File: src/rtl/hazard_ctrl.sv
// Pipeline sequencing controller: load-use stalls, branch flushes and data-memory wait freezes,
// with a sticky memory-timeout error and saturating stall/flush counters.
module hazard_ctrl #(
  parameter int MEM_TIMEOUT = 256,
  parameter int CNT_W       = 32
) (
  input  logic             clk,
  input  logic             rst,
  input  logic [4:0]       i_if_id_rs1,
  input  logic [4:0]       i_if_id_rs2,
  input  logic             i_if_id_use_rs1,
  input  logic             i_if_id_use_rs2,
  input  logic             i_id_ex_mem_read,
  input  logic [4:0]       i_id_ex_rd,
  input  logic             i_branch_taken,
  input  logic             i_mem_req,
  input  logic             i_mem_ready,
  output logic             o_pc_write,
  output logic             o_if_id_write,
  output logic             o_if_id_flush,
  output logic             o_id_ex_write,
  output logic             o_id_ex_flush,
  output logic             o_ex_mem_write,
  output logic             o_mem_wb_bubble,
  output logic             o_mem_timeout,
  output logic [CNT_W-1:0] o_stall_cnt,
  output logic [CNT_W-1:0] o_flush_cnt
);

  // state    | meaning
  // S_RUN    | normal flow; hazards decoded each cycle
  // S_MEM_WAIT | data memory busy, pipeline frozen, wait_cnt counting
  // S_ERR    | memory wait timed out; frozen until reset
  typedef enum logic [1:0] {
    S_RUN      = 2'd0,
    S_MEM_WAIT = 2'd1,
    S_ERR      = 2'd2
  } state_t;

  localparam int WAIT_W = $clog2(MEM_TIMEOUT + 1);

  state_t              r_state;
  state_t              w_next_state;
  logic [WAIT_W-1:0]   r_wait_cnt;
  logic                r_mem_timeout;
  logic [CNT_W-1:0]    r_stall_cnt;
  logic [CNT_W-1:0]    r_flush_cnt;

  logic w_mem_busy;
  logic w_load_use;
  logic w_frozen;
  logic w_branch_act;
  logic w_lu_act;
  logic w_timeout_hit;
  logic w_stall_inc;
  logic w_flush_inc;

  assign w_mem_busy = i_mem_req & ~i_mem_ready;

  // x0 is hardwired zero, so a load targeting it never creates a dependency
  assign w_load_use = i_id_ex_mem_read & (i_id_ex_rd != 5'd0) &
                      (((i_id_ex_rd == i_if_id_rs1) & i_if_id_use_rs1) |
                       ((i_id_ex_rd == i_if_id_rs2) & i_if_id_use_rs2));

  assign w_frozen      = (r_state == S_ERR) | w_mem_busy;
  assign w_branch_act  = ~w_frozen & i_branch_taken;
  assign w_lu_act      = ~w_frozen & ~i_branch_taken & w_load_use;
  assign w_timeout_hit = (r_state == S_MEM_WAIT) & w_mem_busy &
                         (r_wait_cnt == WAIT_W'(MEM_TIMEOUT));
  assign w_stall_inc   = (r_state != S_ERR) & (w_mem_busy | w_lu_act);
  assign w_flush_inc   = w_branch_act;

  always_ff @(posedge clk or posedge rst) begin
    if (rst) r_state <= S_RUN;
    else     r_state <= w_next_state;
  end

  always_comb begin
    w_next_state = r_state;
    case (r_state)
      S_RUN: begin
        if (w_mem_busy) w_next_state = S_MEM_WAIT;
      end
      S_MEM_WAIT: begin
        if (w_timeout_hit)    w_next_state = S_ERR;
        else if (!w_mem_busy) w_next_state = S_RUN;
      end
      S_ERR:   w_next_state = S_ERR;
      default: w_next_state = S_RUN;
    endcase
  end

  always_comb begin
    o_pc_write      = 1'b1;
    o_if_id_write   = 1'b1;
    o_if_id_flush   = 1'b0;
    o_id_ex_write   = 1'b1;
    o_id_ex_flush   = 1'b0;
    o_ex_mem_write  = 1'b1;
    o_mem_wb_bubble = 1'b0;
    if (w_frozen) begin
      o_pc_write      = 1'b0;
      o_if_id_write   = 1'b0;
      o_id_ex_write   = 1'b0;
      o_ex_mem_write  = 1'b0;
      o_mem_wb_bubble = 1'b1;
    end else if (w_branch_act) begin
      o_if_id_flush = 1'b1;
      o_id_ex_flush = 1'b1;
    end else if (w_lu_act) begin
      o_pc_write    = 1'b0;
      o_if_id_write = 1'b0;
      o_id_ex_flush = 1'b1;
    end
  end

  always_ff @(posedge clk or posedge rst) begin
    if (rst) begin
      r_wait_cnt <= '0;
    end else begin
      case (r_state)
        S_RUN:      if (w_mem_busy) r_wait_cnt <= WAIT_W'(1);
        S_MEM_WAIT: begin
          if (!w_mem_busy)        r_wait_cnt <= '0;
          else if (!w_timeout_hit) r_wait_cnt <= r_wait_cnt + WAIT_W'(1);
        end
        default:    r_wait_cnt <= r_wait_cnt;
      endcase
    end
  end

  always_ff @(posedge clk or posedge rst) begin
    if (rst)                r_mem_timeout <= 1'b0;
    else if (w_timeout_hit) r_mem_timeout <= 1'b1;
  end

  // Counters stick at all-ones rather than wrapping
  always_ff @(posedge clk or posedge rst) begin
    if (rst) begin
      r_stall_cnt <= '0;
      r_flush_cnt <= '0;
    end else begin
      if (w_stall_inc && (r_stall_cnt != {CNT_W{1'b1}}))
        r_stall_cnt <= r_stall_cnt + CNT_W'(1);
      if (w_flush_inc && (r_flush_cnt != {CNT_W{1'b1}}))
        r_flush_cnt <= r_flush_cnt + CNT_W'(1);
    end
  end

  assign o_mem_timeout = r_mem_timeout;
  assign o_stall_cnt   = r_stall_cnt;
  assign o_flush_cnt   = r_flush_cnt;

endmodule

File: config.mk
export PLATFORM = sky130hd
export DESIGN_NAME = hazard_ctrl
export DESIGN_NICKNAME = d
export VERILOG_FILES = /design/src/rtl/hazard_ctrl.sv
export SDC_FILE = /design/constraint.sdc
export NUM_CORES = 1
export LEC_CHECK = 0
export CORE_MARGIN = 5
export CORE_UTILIZATION = 35
export CTS_CLUSTER_DIAMETER = 100
export DETAILED_ROUTE_END_ITERATION = 6
export HOLD_SLACK_MARGIN = 0.1
export PLACE_DENSITY = 0.63
export SLEW_MARGIN = 10
export SYNTH_ARGS = -nofsm -noshare
export SYNTH_HDL_FRONTEND = slang
export SYNTH_SLANG_ARGS = --single-unit
File: constraint.sdc
create_clock -name clk -period 2.8 [get_ports clk]
set_input_delay 0.7 -clock clk [delete_from_list [all_inputs] [get_ports clk]]
set_output_delay 0.7 -clock clk [all_outputs]
set_load 0.02 [all_outputs]
Word level (Yosys, flattened, before mapping)
Index checks and enable logic that the tools add are counted.
{ "word_totals": {"register_bits": 76, "latchBits": 0, "ramBits": 0, "rom_bits": 0, "inputBits": 23, "output_inout_bits": 72, "word_cells": 61, "mem_count": 0} }
{ "classes": {"n_addsub": 3, "n_mul": 0, "div": 0, "order_cmp": 0, "eq_ne": 11, "n_shift": 0, "n_mux": 18, "bitwise_logic": 17, "reduce_logical": 7} }
{ "op_table": {"columns": ["operator", "count"], "rows": [
  ["adder 32 x 1 -> 32 bit, second input constant", 2],
  ["inequality test 32 bit, second input constant", 2],
  ["2-to-1 mux 9 bit", 3],
  ["one-hot mux 9 bit (2 select lines)", 1],
  ["AND 1 bit", 11],
  ["== test 5 bit", 2],
  ["2-to-1 mux 1 bit", 10],
  ["adder 9 x 1 -> 9 bit, second input constant", 1],
  ["== test 9 bit, second input constant", 1],
  ["2-to-1 mux 2 bit", 3],
  ["inequality test 3 bit, second input constant", 2],
  ["one-hot mux 2 bit (3 select lines)", 1],
  ["nonzero test 5 bit", 1],
  ["inequality test 2 bit, second input constant", 2],
  ["NOT 1 bit", 3],
  ["OR 1 bit", 3],
  ["AND reduction 3 bit", 1],
  ["== test 2 x 1 -> 1 bit, second input constant", 1],
  ["== test 2 bit, second input constant", 1],
  ["logical AND 1 bit", 2],
  ["zero test 2 bit", 1],
  ["AND reduction 2 bit", 1],
  ["nonzero test 2 bit", 1]
]} }

Longest topological paths before layout
Gate-level depths: netlist of run 1.
{ "depth": {"depth_word": 9, "mapped_depth": 8, "ltp_nobuf": 7} }

Worst setup path after synthesis of run 1
No wires, ideal clock.
{ "synth_path": {"path_kind": "input -> output", "startpoint": "input port i_mem_ready", "endpoint": "output port o_pc_write", "arrival_ps": 2480, "path_slack_ps": -380, "path_stages": 6, "n_path_buf": 2, "path_cell_list": "and2b_2 -> clkbuf_1 -> a21oi_1 -> inv_1 -> a21oi_1 -> buf_4"} }
{ "synth_via": {"elab_chain_cells": 9, "elab_cells_between_ends": 10, "classes_between": "3 x mux; 7 x bitwise"} }
{ "synth_lines": {"columns": ["element", "line", "text"], "rows": [
  ["start: declaration", "17", "input logic i_mem_ready,"],
  ["NOT 1 bit *", "58", "assign w_mem_busy = i_mem_req & ~i_mem_ready;"],
  ["AND 1 bit *", "58", null],
  ["OR 1 bit *", "65", "assign w_frozen = (r_state == S_ERR) | w_mem_busy;"],
  ["NOT 1 bit", "66, 67", null],
  ["AND 1 bit (2 in series)", "67", "assign w_lu_act = ~w_frozen & ~i_branch_taken & w_load_use;"],
  ["2-to-1 mux 1 bit (2 in series)", null, null],
  ["2-to-1 mux 1 bit *", null, null],
  ["end: declaration", "18", "output logic o_pc_write,"]
]} }
Mark *: on every way between the ends. The rest lies on a longest branch, timed or not.

Worst setup path after layout of run 1
{ "layout_path": {"startpoint": "input port i_id_ex_rd[4]", "endpoint": "output port o_if_id_write"} }
{ "layout_via": {"elab_chain_cells": 8, "elab_cells_between_ends": 12, "classes_between": "2 x eq/ne; 3 x mux; 6 x bitwise; 1 x reduce/logical"} }
{ "layout_lines": {"columns": ["element", "line", "text"], "rows": [
  ["start: declaration", "14", "input logic [4:0] i_id_ex_rd,"],
  ["== test 5 bit (on tied branches)", "62, 63", null],
  ["AND 1 bit (on tied branches)", "62, 63", null],
  ["OR 1 bit", "62", "(((i_id_ex_rd == i_if_id_rs1) & i_if_id_use_rs1) |"],
  ["AND 1 bit *", "61", "assign w_load_use = i_id_ex_mem_read & (i_id_ex_rd != 5'd0) &"],
  ["AND 1 bit *", "67", null],
  ["2-to-1 mux 1 bit *", "110", "end else if (w_lu_act) begin"],
  ["2-to-1 mux 1 bit *", "107", "end else if (w_branch_act) begin"],
  ["2-to-1 mux 1 bit *", "101", "if (w_frozen) begin"],
  ["end: declaration", "19", "output logic o_if_id_write,"]
]} }
Marked as above.

==> summary.txt, run 1 <==
Setup path
  • Worst path slowest cell: clkdlybuf4s50_1
  • FF-to-FF path depth: 5
  • Flop2flop setup slack: 0.44 ns
  • Max incr delay on CP: 0.53 ns
  • Setup crit start kind: input port
  • CP bufs+invs: 3
  • Top cell by count, worst path: buf_4
  • Worst-path cell chain: clkdlybuf4s50_1 > xnor2_1 > nand4_1 > o22ai_2 > buf_4 > a21oi_2 > buf_4
  • Top delay family on crit path: buffers and inverters
  • R2r startpoint: o_stall_cnt[3]
  • Reg-to-Reg End: o_stall_cnt[30]
  • CP Class: in2out
  • Crit path DAT: 2.07 ns
  • Crit end category: output pin
  • CP max FO: 3
  • Req. time, crit path: 2.10 ns

Worst hold path
  • Hold depth: 1
  • Hold path endpoint: o_mem_timeout
  • Min-delay worst type: reg2reg
  • Hold path startpoint: o_mem_timeout

STA
  • Fmax: 361 MHz
  • Final Slew Violations: 0
  • Tmin final: 2.77 ns
  • Final setup fails: 0
  • Fin. Hold Viols: 0
  • Unrepaired setup endpoints after global routing: true
  • Skew final: 0.00825 ns
  • Worst-Margin Slew: 0.793 ns
  • Period utilisation layout: 0.988
  • Slew HR: 0.467

Power
  • Seq pwr share: 0.439
  • Power density over the cells: 438 mW/mm2
  • Clock Power Share: 0.513
  • Part of the power in combinational logic: 0.048
  • Psw: 540 uW
  • Switching share of total power: 0.215
  • Pint: 1.97 mW
  • Worst IR Drop VDD: 0.000245 V
  • Static leakage: 2.62 nW

Yosys
  • Biggest area consumer among synthesized cells: dfrtp_1
  • Simple logic cell fraction of the synthesized area: 0.266
  • Post-synthesis sequential area ratio: 0.460
  • Synthesized Nets: 435
  • Ys Warns: 0
  • Mapped Area: 0.00413 mm2
  • Synth Area per Inst: 10.1 um2
  • Compound-Gate Fraction of Synth Area: 0.0666
  • Commonest register cell after synthesis: dfrtp_1
  • Mux share of post-synthesis cell area: 0.00545
  • Synthesized flop and latch total: 76
  • Post-Synthesis Cells: 408
  • Largest family of logic cells by synthesized area: simple AND/OR/NAND/NOR gates
  • Post-synth EDFFs: 0
  • Post-synth top cells: 76 x dfrtp_1, 50 x xor2_1, 29 x nand2_1
  • Post-synthesis async set-or-reset flop share: 1.00
  • Post-Synth XOR/XNOR Area: 0.163
  • Yosys top cell area share: 0.460
  • Synth Area in Adders: 0.0121
  • Synth area leaders: dfrtp_1 46%, xor2_1 11%, xnor2_1 5.7%, nor4_1 3.5%, nand3_1 3.4%
  • Synth unique cells: 56
  • Count leader, synth: dfrtp_1

Global route
  • Initial antenna violation count: 0
  • Tot GR Track Use: 0.155
  • Global route overflow: 0
  • Number of global-route vias before repair: 3572
  • Largest net degree at the start of global routing: 63
  • First-pass GRT wire length: 18000 um

Layout
  • Layout area overhead: 38.7%
  • Final Util: 0.498
  • Non-Filler Instances: 673
  • NumNets Final: 552
  • N_diodes: 0
  • Layout cell share with drive strength beyond 1: 0.138
  • Post-route cell area: 0.00573 mm2
  • Fillers: 1101

Routing
  • First-pass iteration count of the detailed router: 4
  • Post-DRT Antenna Nets: 0
  • Initial DRC Count: 187
  • Routed WL per cell: 15.8 um
  • Total Wirelength: 10600 um
  • Vias per inst: 5.21
  • Detailed-route via count: 3504
  • DRC: 0

Status
  • Status: completed

Place
  • Placed Instance Area: 0.00540 mm2
  • RD Place Congestion: 0.806
  • Cells after DPL: 656
  • HPWL Detailed: 7900 um
  • Port bufs: 94

Die
  • Initial Util: 0.359
  • Number of cell rows: 39
  • Die Span Y: 119 um
  • Die area: 0.0141 mm2
  • Die span in x: 119 um
  • I/O pin total: 95
  • Core footprint: 0.0115 mm2

CTS
  • Clk Tree Root Cell: clkbuf_16
  • Clock Sinks: 76
  • CTS tree: done
  • Clk Latency, worst-skew pair: 0.34 ns
  • H-tree depth: 3
  • Worst-path clk slew: 0.06 ns
  • Max clock buf depth: 2
  • Num CTS Buffers: 9

Run
  • MaxCap Viol Count: 0
==> how the worst max path moves through the flow <==
| stage | startpoint | end | slack, ns | cells past startpoint |
|---|---|---|---|---|
| global placement | i_id_ex_rd[0] | o_pc_write | -0.46 | 6 |
| finish | i_id_ex_rd[4] | o_if_id_write | 0.03 | 7 |
| floorplan | i_mem_ready | o_pc_write | 0.004 | 6 |
| CTS | i_id_ex_rd[4] | o_if_id_write | 0.006 | 7 |
| detailed placement | i_id_ex_rd[1] | o_id_ex_flush | -0.49 | 7 |
| global route | i_id_ex_rd[4] | o_if_id_write | -0.05 | 7 |
==> timing repair <==
action | in CTS | in global routing
gates cloned | 0 | 0
endpoints found under the setup margin | 7 | 7
gates resized for setup | 25 | 10
pin swaps | 1 | 4
hold buffers | 0 | 0
setup buffers | 0 | 1
==> stage by stage <==
stage	power, mW	setup TNS, ns	setup slack [ns]	hold slack (ns)
4_1_cts	2.55	0	0.00646	0.494
2_1_floorplan	1.18	0	0.00376	0.473
6_report	2.51	0	0.0334	0.491
3_5_place_dp	1.24	-3.09	-0.490	0.475
3_3_place_gp	1.24	-2.55	-0.462	0.472
5_1_grt	2.60	-0.122	-0.0526	0.503
==> power by group through the flow <==
stage               registers, mW  logic (mW)  clock network, mW
CTS                          1.10       0.121               1.32
finish                       1.10       0.120               1.29
detailed placement           1.12       0.121                  0
floorplan                    1.12      0.0537                  0
global route                 1.10       0.132               1.37
global placement             1.12       0.118                  0
==> placed cells by master (no fill, tap or decap), drive strengths merged, types with 3 or more instances in the layout <==
cell type      instances
clkdlybuf4s50         83
dfrtp                 76
xor2                  50
buf                   30
nand2                 29
nand3                 29
xnor2                 27
nor4                  24
nor2                  19
nor3                  19
inv                   14
and3                  13
clkbuf                13
nand4                 12
nor4b                 10
o21ai                  6
a21oi                  6
o2111ai                5
and4                   5
nor3b                  4
ha                     4
or4                    4
o211ai                 3
o31ai                  3
a211oi                 3
clkinv                 3
dlygate4sd2            3
and2                   3
or2                    3
==> flip-flops by register name, summed over array words and instances (netlist names) <==
| name | cells |
|---|---|
| o_flush_cnt | 32 |
| o_mem_timeout | 1 |
| r_wait_cnt | 9 |
| o_stall_cnt | 32 |
| r_state | 2 |
==> area by class of cell <==
type	instances	area [um2]	share of cell area
clock buffers	10	239	0.0417
clock inverters	6	95.1	0.0166
inverters	13	48.8	0.00852
multi-input cells	305	2150	0.375
flip-flops and latches	76	1900	0.332
well taps	143	179	0.0312
repair buffers	120	1120	0.195
==> routing by layer <==
metal | up-vias | part of all wire | wire (um) | global-route usage
met5 | - | 0 | 0 | 0
met4 | 0 | 0.0069 | 73 | 0.0514
met3 | 4 | 0.051 | 540 | 0.0458
met2 | 76 | 0.49 | 5160 | 0.253
met1 | 1706 | 0.46 | 4840 | 0.198
li1 | 1718 | - | - | -
==> cell families after synthesis <==
kind of cell,after synthesis
DFF,76
and+or+nand+nor,185
AOI/OAI and AO/OA,37
muxes,2
buffers and inverters,27
xor gates and xnor gates,77
adders and majority gates,4
==> worst reg2reg max path, cell delays in order, from the launching register on <==
cell and delay [ns]:
dfrtp_1 0.46, nand4_2 0.19, nor4_1 0.62, nor4bb_1 0.46, nor4bb_1 0.40, xor2_1 0.17
Note: power is estimated with default switching activity, not from simulation.
==> inputs of run 2 (changes only) <==
--- a/config.mk
+++ b/config.mk
@@ -8,4 +8,5 @@
 export CORE_MARGIN = 5
 export CORE_UTILIZATION = 35
+export CTS_BUF_LIST = sky130_fd_sc_hd__clkbuf_2 sky130_fd_sc_hd__clkbuf_4 sky130_fd_sc_hd__clkbuf_8
 export CTS_CLUSTER_DIAMETER = 100
 export DETAILED_ROUTE_END_ITERATION = 6
==> constraint.sdc (replaced) <==
create_clock -name clk -period 2.8 [get_ports clk]
set_input_delay 0.28 -clock clk [delete_from_list [all_inputs] [get_ports clk]]
set_output_delay 0.28 -clock clk [all_outputs]
set_load 0.02 [all_outputs]
==> summary.txt, run 2 (same netlist as run 1, synthesis figures left out) <==
STA
  • Hold WS: 0.372 ns (-0.118 ns)
  • Slew HR: 0.525 (+0.0583)
  • Period utilisation layout: 0.915 (-0.0735)
  • Fmax: 391 MHz (+8.0%)
  • Fin. Hold Viols: 0 (unchanged)
  • Skew final: 0.00552 ns (-0.00273 ns)
  • Worst setup margin: 0.239 ns (+0.206 ns)
  • Tmin final: 2.56 ns (-0.206 ns)
  • Unrepaired setup endpoints after global routing: false
  • Worst-Margin Slew: 0.707 ns (-0.0867 ns)
  • Final Slew Violations: 0 (unchanged)
  • Final setup fails: 0 (unchanged)
  • Setup_tns: 0 ns (unchanged)

CTS
  • CTS tree: done
  • Clk Tree Root Cell: clkbuf_8
  • Clk Latency, worst-skew pair: 0.35 ns (about the same)
  • Num CTS Buffers: 9 (unchanged)
  • Clock Sinks: 76 (unchanged)
  • Setup Buffers After CTS: 0 (unchanged)
  • Post_cts resized: 0 (-100%)
  • Worst-path clk slew: 0.08 ns (+0.02 ns)
  • Hold-fix buffers, CTS: 0 (unchanged)
  • Max clock buf depth: 2 (unchanged)
  • H-tree depth: 3 (unchanged)

Global route
  • Initial antenna violation count: 0 (unchanged)
  • Tot GR Track Use: 0.157 (+0.00151)
  • First-pass GRT wire length: 18300 um (+1.5%)
  • Global route overflow: 0 (unchanged)
  • Largest net degree at the start of global routing: 45 (-29%)
  • Number of global-route vias before repair: 3484 (-2.5%)

Power
  • Pint: 1.69 mW (-14%)
  • Part of the power in combinational logic: 0.053 (+0.005)
  • Worst IR Drop VDD: 0.000284 V (+16%)
  • Clock Power Share: 0.436 (-0.077)
  • Static leakage: 2.48 nW (-5.3%)
  • Power density over the cells: 390 mW/mm2 (-11%)
  • Seq pwr share: 0.512 (+0.073)
  • Psw: 458 uW (-15%)
  • Switching share of total power: 0.213 (-0.00215)

Worst hold path
  • Min-delay worst type: in2async

Routing
  • Vias per inst: 5.36 (+2.9%)
  • Metal-1 WL: 4880 um (+0.68%)
  • Detailed-route via count: 3531 (+0.77%)
  • First-pass iteration count of the detailed router: 4 (unchanged)
  • Post-DRT Antenna Nets: 0 (unchanged)
  • Initial DRC Count: 209 (+12%)
  • DRC: 0 (unchanged)
  • Metal3 WL: 472 um (-13%)
  • Max Used Layer: met4
  • WL met2: 5240 um (+1.6%)
  • Routed WL per cell: 16.3 um (+3.1%)
  • Total Wirelength: 10700 um (+0.95%)

Die
  • Number of cell rows: 39 (unchanged)
  • I/O pin total: 95 (unchanged)
  • Die Span Y: 119 um (unchanged)
  • Die span in x: 119 um (unchanged)
  • Core footprint: 0.0115 mm2 (unchanged)
  • Initial Util: 0.359 (unchanged)
  • Die area: 0.0141 mm2 (unchanged)

Setup path
  • Worst-path cell chain: clkdlybuf4s50_1 > and2b_2 > a21oi_1 > and2_1 > nand2_1 > nand2_1 > clkdlybuf4s50_1
  • R2r startpoint: r_wait_cnt[0]
  • Crit path DAT: 2.28 ns (+0.21 ns)
  • Top delay family on crit path: buffers and inverters
  • Reg-to-Reg End: r_wait_cnt[8]
  • Req. time, crit path: 2.52 ns (+0.42 ns)
  • Crit end category: output pin
  • Worst path slowest cell: clkdlybuf4s50_1
  • Crit path from: i_mem_ready
  • CP max FO: 4 (+1)
  • CP Class: in2out
  • CP bufs+invs: 2 (-1)
  • Setup crit start kind: input port
  • Flop2flop setup slack: 0.47 ns (+0.03 ns)
  • FF-to-FF path depth: 7 (+2)
  • Max incr delay on CP: 0.60 ns (+0.07 ns)

Layout
  • N_diodes: 0 (unchanged)
  • Layout area overhead: 33.7%
  • Non-Filler Instances: 659 (-2.1%)
  • Layout cell share with drive strength beyond 1: 0.0891 (-0.0486)
  • NumNets Final: 539 (-2.4%)
  • Fillers: 1056 (-4.1%)
  • Commonest non-fill, non-tap cells in the layout: 94 x clkdlybuf4s50_1, 76 x dfrtp_1, 50 x xor2_1
  • Most common cell after layout, fill and taps aside: clkdlybuf4s50_1

Place
  • Worst slack at placement: 0.251 ns (+0.741 ns)
  • Cells after DPL: 644 (-1.8%)
  • RD Place Congestion: 0.798 (-1.0%)
  • HPWL Detailed: 7860 um (-0.48%)
  • Port bufs: 94 (unchanged)

Status
  • Status: completed

Run
  • MaxCap Viol Count: 0 (unchanged)
## run 2: cell types whose count changed in the layout (fill, tap and decap cells not counted), sizes merged
cell and delta:
clkdlybuf4s50 +11, buf -17, clkinv -2, dlymetal6s2s -1
clkbuf -2, inv -1, clkinvlp +1, dlygate4sd2 -3
## run 2: worst max path at each step
stage	endpoint	depth (start not counted)
global route	o_id_ex_flush	7
detailed placement	o_id_ex_flush	7
finish	o_id_ex_flush	7
global placement	o_id_ex_flush	7
floorplan	o_pc_write	6
CTS	o_id_ex_flush	7
## run 2: through the flow
step | area [um2] | power [mW] | utilization
2_1_floorplan | 4130 | 1.18 | -
3_3_place_gp | 5300 | 1.24 | 0.460
3_5_place_dp | 5300 | 1.24 | 0.460
4_1_cts | 5520 | 2.19 | 0.480
5_1_grt | 5520 | 2.25 | 0.480
6_report | 5520 | 2.15 | 0.480
## run 2: worst reg2reg max path: stages (launching register included)
cell and delay [ns]:
dfrtp_1 0.46, inv_1 0.09, ha_1 0.15, or4bb_1 0.50, o31ai_1 0.53, a2111oi_0 0.24, xnor2_1 0.19, nor2_1 0.06
## run 2: final cells by class
type	count	area [um2]	share of cell area
Clock buffer	11	151	0.0274
Clock inverter	4	72.6	0.0131
Inverter	13	48.8	0.00883
Multi-Input combinational cell	305	2120	0.384
Sequential cell	76	1900	0.344
Tap cell	143	179	0.0324
Timing Repair Buffer	107	1050	0.190
## run 2: metal layers
metal  up-vias  global-route usage
met5         -                   0
li1       1691                   -
met3        10              0.0363
met1      1753               0.213
met2        77               0.245
met4         0              0.0572
## run 2: power by group through the flow
stage | registers [mW] | clock network, mW | logic [mW]
final | 1.10 | 0.938 | 0.113
after global routing | 1.10 | 1.02 | 0.126
after CTS | 1.10 | 0.977 | 0.116
after detailed placement | 1.12 | 0 | 0.116
after global placement | 1.12 | 0 | 0.113
after floorplan | 1.12 | 0 | 0.0535
==> inputs of run 3 (changes only) <==
CAP_MARGIN = 10   (was default)
CORE_MARGIN = 3   (was 5)
RECOVER_POWER = 100   (was default)
==> summary.txt, run 3 (same netlist as run 1, synthesis figures left out) <==
CTS
  • Post_cts resized: 0 (unchanged)
  • Hold-fix buffers, CTS: 0 (unchanged)
  • CTS tree: done
  • Setup Buffers After CTS: 0 (unchanged)
  • Worst-path clk slew: 0.07 ns (about the same)
  • Clk Tree Root Cell: clkbuf_8
  • Clock Sinks: 76 (unchanged)
  • Max clock buf depth: 2 (unchanged)
  • Num CTS Buffers: 9 (unchanged)
  • Clk Latency, worst-skew pair: 0.35 ns (about the same)
  • H-tree depth: 3 (unchanged)

STA
  • Worst-Margin Slew: 1.31 ns (+0.603 ns)
  • Fmax: 390 MHz (about the same)
  • Skew final: 0.0177 ns (+0.0122 ns)
  • Worst setup margin: 0.238 ns (-0.000916 ns)
  • Tmin final: 2.56 ns (+0.000916 ns)
  • Slew HR: 0.126 (-0.399)
  • Final setup fails: 0 (unchanged)
  • Setup_tns: 0 ns (unchanged)
  • Period utilisation layout: 0.915 (about the same)
  • Unrepaired setup endpoints after global routing: false
  • Fin. Hold Viols: 0 (unchanged)
  • Final Slew Violations: 0 (unchanged)

Place
  • HPWL Detailed: 7660 um (-2.7%)
  • Port bufs: 94 (unchanged)
  • RD Place Congestion: 0.817 (+2.4%)
  • Worst slack at placement: 0.300 ns (+0.0491 ns)
  • Placed Instance Area: 0.00531 mm2 (+0.14%)

Power
  • Static leakage: 2.68 nW (+7.8%)
  • Power density over the cells: 380 mW/mm2 (-2.4%)
  • Worst IR Drop VDD: 0.000238 V (-16%)

Global route
  • First-pass GRT wire length: 17800 um (-2.6%)
  • Tot GR Track Use: 0.169 (+0.0121)
  • Initial antenna violation count: 0 (unchanged)
  • Global route overflow: 0 (unchanged)
  • Number of global-route vias before repair: 3561 (+2.2%)
  • Largest net degree at the start of global routing: 45 (unchanged)

Setup path
  • Worst-path cell chain: clkdlybuf4s50_1 > and2b_2 > a21oi_1 > and2_1 > nand2_1 > nand2_1 > dlygate4sd3_1
  • CP max FO: 4 (unchanged)
  • Max incr delay on CP: 0.68 ns (+0.08 ns)
  • Top delay family on crit path: buffers and inverters
  • FF-to-FF path depth: 6 (-1)
  • Top cell by count, worst path: nand2_1
  • CP Class: in2out
  • Reg-to-Reg End: o_stall_cnt[5]
  • Crit path DAT: 2.28 ns (about the same)
  • CP bufs+invs: 2 (unchanged)
  • Crit end category: output pin
  • Setup crit start kind: input port
  • Worst path slowest cell: dlygate4sd3_1
  • R2r startpoint: o_stall_cnt[3]
  • Req. time, crit path: 2.52 ns (about the same)
  • Flop2flop setup slack: 0.28 ns (-0.19 ns)

Die
  • Die span in x: 115 um (-3.4%)
  • Initial Util: 0.360 (+0.00153)
  • I/O pin total: 95 (unchanged)
  • Number of cell rows: 39 (unchanged)
  • Die Span Y: 115 um (-3.4%)
  • Die area: 0.0131 mm2 (-6.6%)
  • Core footprint: 0.0115 mm2 (-0.42%)

Routing
  • Detailed-route via count: 3528 (-0.085%)
  • First-pass iteration count of the detailed router: 4 (unchanged)
  • Routed WL per cell: 16.1 um (-1.3%)
  • Post-DRT Antenna Nets: 0 (unchanged)
  • Vias per inst: 5.35 (-0.24%)
  • DRC: 0 (unchanged)
  • Initial DRC Count: 141 (-33%)
  • Total Wirelength: 10600 um (-1.2%)

Layout
  • Post-route cell area: 0.00546 mm2 (-1.1%)
  • Most common cell after layout, fill and taps aside: dfrtp_1
  • Layout area overhead: 32.3%
  • Commonest non-fill, non-tap cells in the layout: 76 x dfrtp_1, 73 x dlygate4sd3_1, 50 x xor2_1
  • Fillers: 1077 (+2.0%)
  • Layout cell share with drive strength beyond 1: 0.0774 (-0.0118)
  • NumNets Final: 540 (+0.19%)
  • N_diodes: 0 (unchanged)

Status
  • Status: completed

Run
  • MaxCap Viol Count: 0 (unchanged)

Worst hold path
  • Hold path endpoint: o_mem_timeout
  • Hold path startpoint: o_mem_timeout
  • Hold depth: 1
  • Min-delay worst type: reg2reg
run 3: changes by cell type in the layout (fill, tap and decap cells not counted), moves of 3 or more:
cell,delta
clkbuf_4,+3
buf_4,-3
dlygate4sd3_1,+73
clkbuf_1,+3
clkdlybuf4s50_1,-73
run 3: per-stage QoR:
| step | utilization | total power [mW] | hold slack (ns) | std cells |
|---|---|---|---|---|
| 2_1_floorplan | - | 1.18 | 0.471 | 408 |
| 3_3_place_gp | 0.463 | 1.24 | 0.472 | 645 |
| 3_5_place_dp | 0.463 | 1.24 | 0.468 | 645 |
| 4_1_cts | 0.480 | 2.10 | 0.386 | 660 |
| 5_1_grt | 0.476 | 2.16 | 0.500 | 660 |
| 6_report | 0.476 | 2.08 | 0.474 | 660 |
run 3: worst max-delay path by stage:
| stage | start | end | slack, ns | cells past startpoint |
|---|---|---|---|---|
| global placement | i_mem_ready | o_id_ex_flush | 0.31 | 7 |
| floorplan | i_mem_ready | o_pc_write | 0.46 | 6 |
| global route | o_stall_cnt[0] | o_stall_cnt[12] | 0.08 | 7 |
| finish | i_mem_ready | o_id_ex_flush | 0.24 | 7 |
| CTS | i_mem_ready | o_id_ex_flush | 0.27 | 7 |
| detailed placement | i_mem_ready | o_id_ex_flush | 0.30 | 7 |
run 3: cell type report:
class,instances,area (um2),area share
clock inverter,2,35.0,0.00641
multi-input combinational,305,2090,0.383
inverter,13,48.8,0.00893
sequential,76,1900,0.348
timing repair buffer,108,1040,0.191
clock buffer,13,160,0.0293
tap,143,179,0.0327
run 3: power by group:
group	leakage, nW	switching [mW]	internal, mW	total, mW
Sequential	1.03	0.00300	1.10	1.10
Combinational	1.54	0.0612	0.0511	0.112
Clock	0.104	0.403	0.461	0.864
Total	2.68	0.467	1.61	2.08
run 3: metal layers:
metal / GRT usage / share of wire
met4: 0.0570 / 0.014
met5: 0 / 0
met2: 0.264 / 0.48
met3: 0.0375 / 0.052
met1: 0.231 / 0.45
run 3: worst reg2reg max path: stages (launching register included):
cell and delay, ns:
dfrtp_1 0.45, nand4_2 0.18, or4_1 0.69, nor4_1 0.30
clkbuf_2 0.47, nor4_1 0.14, xor2_1 0.17
